--- src/rtl/uart_tx_parity.sv ---
// UART transmitter: start bit, DBIT data bits LSB-first, one parity bit, stop bit.
// Bit timing is driven by a 16x oversampling s_tick enable.
module uart_tx_parity #(
    parameter int DBIT       = 8,
    parameter int SB_TICK    = 16,
    parameter int PARITY_ODD = 0
) (
    input  logic       clk,
    input  logic       reset,
    input  logic       tx_start,
    input  logic       s_tick,
    input  logic [7:0] din,
    output logic       tx,
    output logic       tx_done_tick,
    output logic       busy
);

    // Tick counter must also reach SB_TICK-1 for 1.5/2 stop-bit settings.
    localparam int SW = (SB_TICK > 16) ? $clog2(SB_TICK) : 4;

    typedef enum logic [2:0] {
        IDLE   = 3'd0,
        START  = 3'd1,
        DATA   = 3'd2,
        PARITY = 3'd3,
        STOP   = 3'd4
    } state_t;

    state_t        state_q, state_d;
    logic [SW-1:0] s_q, s_d;
    logic [2:0]    n_q, n_d;
    logic [7:0]    b_q, b_d;
    logic          p_q, p_d;
    logic          tx_q, tx_d;

    // State and datapath registers; reset returns the line to idle-high.
    always_ff @(posedge clk) begin
        if (reset) begin
            state_q <= IDLE;
            s_q     <= '0;
            n_q     <= 3'd0;
            b_q     <= 8'd0;
            p_q     <= 1'b0;
            tx_q    <= 1'b1;
        end else begin
            state_q <= state_d;
            s_q     <= s_d;
            n_q     <= n_d;
            b_q     <= b_d;
            p_q     <= p_d;
            tx_q    <= tx_d;
        end
    end

    // Next-state logic; everything advances only on s_tick.
    always_comb begin
        state_d      = state_q;
        s_d          = s_q;
        n_d          = n_q;
        b_d          = b_q;
        p_d          = p_q;
        tx_done_tick = 1'b0;
        case (state_q)
            IDLE: begin
                if (tx_start) begin
                    state_d = START;
                    b_d     = din;
                    p_d     = (PARITY_ODD != 0) ? 1'b1 : 1'b0;
                    s_d     = '0;
                end else begin
                    state_d = IDLE;
                end
            end
            START: begin
                if (s_tick) begin
                    if (s_q == SW'(15)) begin
                        s_d     = '0;
                        n_d     = 3'd0;
                        state_d = DATA;
                    end else begin
                        s_d = s_q + SW'(1);
                    end
                end else begin
                    s_d = s_q;
                end
            end
            DATA: begin
                if (s_tick) begin
                    if (s_q == SW'(15)) begin
                        s_d = '0;
                        p_d = p_q ^ b_q[0];
                        b_d = b_q >> 1;
                        if (n_q == 3'(DBIT - 1)) begin
                            state_d = PARITY;
                        end else begin
                            n_d = n_q + 3'd1;
                        end
                    end else begin
                        s_d = s_q + SW'(1);
                    end
                end else begin
                    s_d = s_q;
                end
            end
            PARITY: begin
                if (s_tick) begin
                    if (s_q == SW'(15)) begin
                        s_d     = '0;
                        state_d = STOP;
                    end else begin
                        s_d = s_q + SW'(1);
                    end
                end else begin
                    s_d = s_q;
                end
            end
            STOP: begin
                if (s_tick) begin
                    if (s_q == SW'(SB_TICK - 1)) begin
                        s_d          = '0;
                        tx_done_tick = 1'b1;
                        state_d      = IDLE;
                    end else begin
                        s_d = s_q + SW'(1);
                    end
                end else begin
                    s_d = s_q;
                end
            end
            default: begin
                state_d = IDLE;
            end
        endcase
    end

    // Line level follows the next state so tx is a clean register output.
    always_comb begin
        tx_d = 1'b1;
        case (state_d)
            IDLE:    tx_d = 1'b1;
            START:   tx_d = 1'b0;
            DATA:    tx_d = b_d[0];
            PARITY:  tx_d = p_d;
            STOP:    tx_d = 1'b1;
            default: tx_d = 1'b1;
        endcase
    end

    assign tx   = tx_q;
    assign busy = (state_q != IDLE);

endmodule
--- config.mk ---
export PLATFORM = sky130hd
export DESIGN_NAME = uart_tx_parity
export DESIGN_NICKNAME = d
export VERILOG_FILES = /design/src/rtl/uart_tx_parity.sv
export SDC_FILE = /design/constraint.sdc
export NUM_CORES = 1
export LEC_CHECK = 0
export CORE_MARGIN = 5
export CORE_UTILIZATION = 46
export CTS_CLUSTER_DIAMETER = 150
export DETAILED_ROUTE_END_ITERATION = 7
export PLACE_DENSITY = 0.8
export SLEW_MARGIN = 20
export SYNTH_ARGS = -nofsm -noshare
export SYNTH_HDL_FRONTEND = slang
export SYNTH_SLANG_ARGS = --single-unit
--- constraint.sdc ---
create_clock -name clk -period 2.1 [get_ports clk]
set_input_delay 0.21 -clock clk [delete_from_list [all_inputs] [get_ports clk]]
set_output_delay 0.21 -clock clk [all_outputs]
set_load 0.03 [all_outputs]
After elaboration in Yosys (flattened, before gate mapping)
Index checks and enable logic that the tools add are counted.
{"block": "totals", "out_inout_bits": 3, "reg_bits": 20, "input_bits": 12}
{"block": "classes", "bitwise_logic": 1, "n_reduce_logical": 9, "n_addsub": 2, "mux": 33, "n_eq_ne": 16}
{"operator": "$mux 3", "n": 14}
{"operator": "$mux 8", "n": 3}
{"operator": "$pmux 8 s2", "n": 1}
{"operator": "$pmux 3 s5", "n": 1}
{"operator": "$eq 3x2->1 const B", "n": 4}
{"operator": "$mux 4", "n": 3}
{"operator": "$ne 2x2->1 const B", "n": 6}
{"operator": "$pmux 4 s2", "n": 1}
{"operator": "$mux 1", "n": 7}
{"operator": "$eq 3x1->1 const B", "n": 2}
{"operator": "$eq 3x3->1 const B", "n": 2}
{"operator": "$pmux 3 s2", "n": 1}
{"operator": "$reduce_and 6->1", "n": 1}
{"operator": "$reduce_bool 2->1", "n": 3}
{"operator": "$add 4x1->4 const B", "n": 1}
{"operator": "$eq 4x4->1 const B", "n": 1}
{"operator": "$reduce_and 4->1", "n": 1}
{"operator": "$reduce_or 4->1", "n": 1}
{"operator": "$add 3x1->3 const B", "n": 1}
{"operator": "$logic_not 3->1", "n": 1}
{"operator": "$pmux 1 s3", "n": 1}
{"operator": "$reduce_and 3->1", "n": 1}
{"operator": "$reduce_bool 3->1", "n": 1}
{"operator": "$ne 2x1->1 const B", "n": 1}
{"operator": "other kinds (2)", "n": 2}

Logic depth before layout (Yosys ltp)
{"block": "depth", "depth_word": 7, "mapped_depth": 8, "depth_no_buf": 7}

Worst setup path before layout
Ideal clock, no wire load.
{"block": "synth_timing", "path_kind": "register to register", "startpoint": "reg s_q[0]", "endpoint": "reg tx_q (netlist: tx)", "path_buffers": 2, "path_stages_with_launch": 9, "synth_period_minus_slack_ps": 1798, "arrival_ps": 1668, "slack_ps": 302, "required_ps": 1970, "path_cell_list": "dfxtp_1 -> ha_1 -> and4_4 -> buf_6 -> and2_4 -> buf_6 -> a221o_1 -> o21ai_1 -> o311ai_1"}
{"block": "synth_between", "elab_chain_cells": 6}
{"element": "start: declaration", "line": "30", "text": "logic [SW-1:0] s_q, s_d;"}
{"element": "start signal: assignment", "line": "40", "text": "s_q <= '0;"}
{"element": "start signal: assignment", "line": "47", "text": "s_q <= s_d;"}
{"element": "$eq 4x4->1 *"}
{"element": "$mux 3 (on tied branches) (2 in a row)"}
{"element": "$pmux 3 s5", "line": "63", "text": "case (state_q)"}
{"element": "$eq 3x2->1 / $eq 3x1->1 (equally long branches)", "line": "139", "text": "case (state_d)"}
{"element": "$pmux 1 s3 *", "line": "139"}
{"element": "end signal: assignment", "line": "51", "text": "tx_q <= tx_d;"}
{"element": "end: declaration", "line": "34", "text": "logic tx_q, tx_d;"}
Every way passes the cells marked *; elsewhere a longest branch is shown, timed or not. The select of a mux whose other input is x is not followed.
A chain may end at the register's enable or synchronous reset.

Worst setup path in the final report
{"block": "layout_timing", "startpoint": "reg state_q[1]", "endpoint": "out busy"}
{"block": "layout_between", "elab_chain_cells": 1}
{"element": "start: declaration", "line": "29", "text": "state_t state_q, state_d;"}
{"element": "start signal: assignment", "line": "46", "text": "state_q <= state_d;"}
{"element": "$reduce_bool 3->1", "line": "150", "text": "assign busy = (state_q != IDLE);"}
{"element": "end: declaration", "line": "15", "text": "output logic busy"}
No other way between the ends.

==> reports/metrics.cfg <==
[sta]
worst-slew-pin-transition_ns=0.5107
final_min_period_over_clock_period_pct=92.84
max_clock_freq_ghz=0.5129
finClkSkew_ns=0.001577
drv_slew=0
rsz0062_at_grt=no
crit_path_time_final_ns=1.950
relSlewSlack_pct=65.95
finalHoldViolations=0
setup_viol=0
final.setup.tns_ns=0

[critical_path]
path_max_fanout=10
cp_data_arrival_time_ns=1.74
setup.worst_path.class=flop to output port
cp-end-kind=output port
reg2reg_slack_ns=0.26
cp.required_ns=1.89
worst_setup_path_start_kind=flop

[grt]
grt_antenna_before_repair=0
global_route.usage.total_pct=13.26
grt_pass1_wl_um=3532
first_global_vias=837
grt_start_max_net_pins=16
grt-ovfl-total=0

[placed_design]
final_weighted_congestion_of_routability_driven_global_placement=0.8056
port_buffers=14
post-dp-hpwl_um=1533

[synthesis]
synth_area_um2=1052
synthesis.nets=139
synth-seq-cells=20
synth_edf_count=0
synth.yosys.seq_area_share_pct=38.05
yosysMostFrequentCell=sky130_fd_sc_hd__dfxtp_1
post-synth-top-area-cell=sky130_fd_sc_hd__dfxtp_1
netlist_top_cells_count=20 x sky130_fd_sc_hd__dfxtp_1, 17 x sky130_fd_sc_hd__a21oi_1, 13 x sky130_fd_sc_hd__nand2_1
yosysTopAreaCellShare_pct=38.05
async_reset_ff_share_pct=0
synth.yosys.warnings=0
synthDistinctLibCells=39
syn_avg_cell_area_um2=8.486
syn_inst=124
synthTopCellsByArea=sky130_fd_sc_hd__dfxtp_1 38%, sky130_fd_sc_hd__a21oi_1 8.1%, sky130_fd_sc_hd__a22oi_1 5.0%
synthFlopType=sky130_fd_sc_hd__dfxtp_1

[finish]
syn2layout_area_growth_pct=16.41
nets_finish=152
post_route_cells_drive_above_1_share_pct=13.97
multi_input_area_um2=579.3
n_fill_cell=201
ff_latch_area_um2=402.9
antenna_cells_inserted=0

[drt]
detail_route.vias_per_cell=5.604
drt_first_pass_iters=4
postRouteAntennaNets=0
post-route-drc-count=0
post_drt_wl_per_cell_um=12.57
routed-via-count=919
wirelength_routed_um=2062
drt_iter0_markers=30

[floorplan]
core_um2=2191
initial_utilization_pct=48.03
dieWidth_um=57.83
floorplan.die_area_um2=3344
die_h_um=57.83
core.rowCount=17
num_ports=15

[clock_tree]
cts.path.max_buffers=2
tritoncts_clock_tree=done
cts_root_buf=sky130_fd_sc_hd__clkbuf_4
cts.htree.levels=1
clk-insertion-delay-late_ns=0.30
clk_pin_slew_worst_setup_hold_paths_ns=0.11
cts.repair_timing.setup_buffer_count=0
clock_sinks=20
cts-buffers-inserted=3

[pwr]
powerDensity_nw_per_um2=593.6
leakage_uw=0.0004470
p_total_uw=727.2
vdd.ir_drop.worst_mv=0.2919

[min_path]
worst_min_delay_path_class=primary input to flop

[flow_run]
cap_viol_max_count=0

[outcome]
outcome=finished, final reports clean

[kinds of logic after synthesis]
logic type	after synthesis	synth area share [%]
AO/OA/AOI/OAI	37	22.00
XOR/XNOR	1	0.8325
adder cells (fa/ha/maj)	3	3.568
buffers and inverters	12	6.895
flip-flops	20	38.05
multiplexers	3	2.973
AND/OR/NAND/NOR	48	25.68
[cells in the final DEF, fill, tap and decap left out, types with 4 or more instances in the layout]
| master | count |
|---|---|
| sky130_fd_sc_hd__a21oi_1 | 17 |
| sky130_fd_sc_hd__a22oi_1 | 7 |
| sky130_fd_sc_hd__buf_4 | 4 |
| sky130_fd_sc_hd__clkdlybuf4s50_1 | 13 |
| sky130_fd_sc_hd__dfxtp_1 | 18 |
| sky130_fd_sc_hd__nand2_1 | 13 |
| sky130_fd_sc_hd__nand3_1 | 9 |
| sky130_fd_sc_hd__nor2_1 | 7 |
| sky130_fd_sc_hd__o21ai_0 | 4 |
[worst max-delay path, stage by stage, from the launching register on]
cell and delay, ns:
sky130_fd_sc_hd__dfxtp_1 0.52, sky130_fd_sc_hd__inv_1 0.16, sky130_fd_sc_hd__nand2_1 0.09, sky130_fd_sc_hd__clkdlybuf4s50_1 0.67
[per-layer routing]
layer / routed length, µm / vias up / part of all wire (%) / GRT usage [%]
li1: - / 474 / - / -
met1: 973 / 418 / 47 / 15.70
met2: 938 / 22 / 45 / 22.10
met3: 107 / 5 / 5.2 / 2.895
met4: 43 / 0 / 2.1 / 7.285
met5: 0 / - / 0 / 0
[power by group]
| part | internal (µW) | switching (µW) | total, µW | leakage, µW |
|---|---|---|---|---|
| clock network | 106 | 115 | 220 | 0.0000210 |
| registers | 394 | 13.6 | 408 | 0.000164 |
| logic | 51.2 | 48.0 | 99.2 | 0.000262 |
[state kept, by name, indices dropped and copies added, names as in the netlist]
register,cells
p_q,1
s_q,4
n_q,3
b_q,8
state_q,3
tx,1
[final timing paths]
| kind | from | to | cells past startpoint |
|---|---|---|---|
| setup / recovery | state_q[1]$_SDFF_PP0_ | busy | 3 |
| hold / removal | din[7] | b_q[7]$_SDFFE_PP0P_ | 3 |
| setup reg to reg | s_q[0]$_SDFFE_PP0P_ | tx$_SDFF_PP1_ | 6 |
| hold reg to reg | b_q[2]$_SDFFE_PP0P_ | b_q[2]$_SDFFE_PP0P_ | 2 |
[through the flow]
step	util [%]	setup slack, ns	area, µm²	std cells	hold WS [ns]
2_1_floorplan	-	0.3025	1052	124	0.3460
3_3_place_gp	54.14	0.2431	1186	160	0.4497
3_5_place_dp	54.14	0.2071	1186	160	0.4514
4_1_cts	55.80	0.03905	1222	164	0.4416
5_1_grt	55.91	0.04658	1225	164	0.4326
6_report	55.91	0.1504	1225	164	0.4529
[area by class of cell]
class | instances | share of cell area [%]
Sequential cell | 20 | 32.89
Inverter | 3 | 0.9193
Multi-Input combinational cell | 92 | 47.29
Timing Repair Buffer | 17 | 13.07
Tap cell | 28 | 2.860
Clock buffer | 4 | 2.962
[what timing repair did]
| action | CTS | global route |
|---|---|---|
| resized for setup | 0 | 2 |
| hold buffers | 0 | 0 |
| setup endpoints to repair | 0 | 1 |
Note: power is estimated with default switching activity, not from simulation.
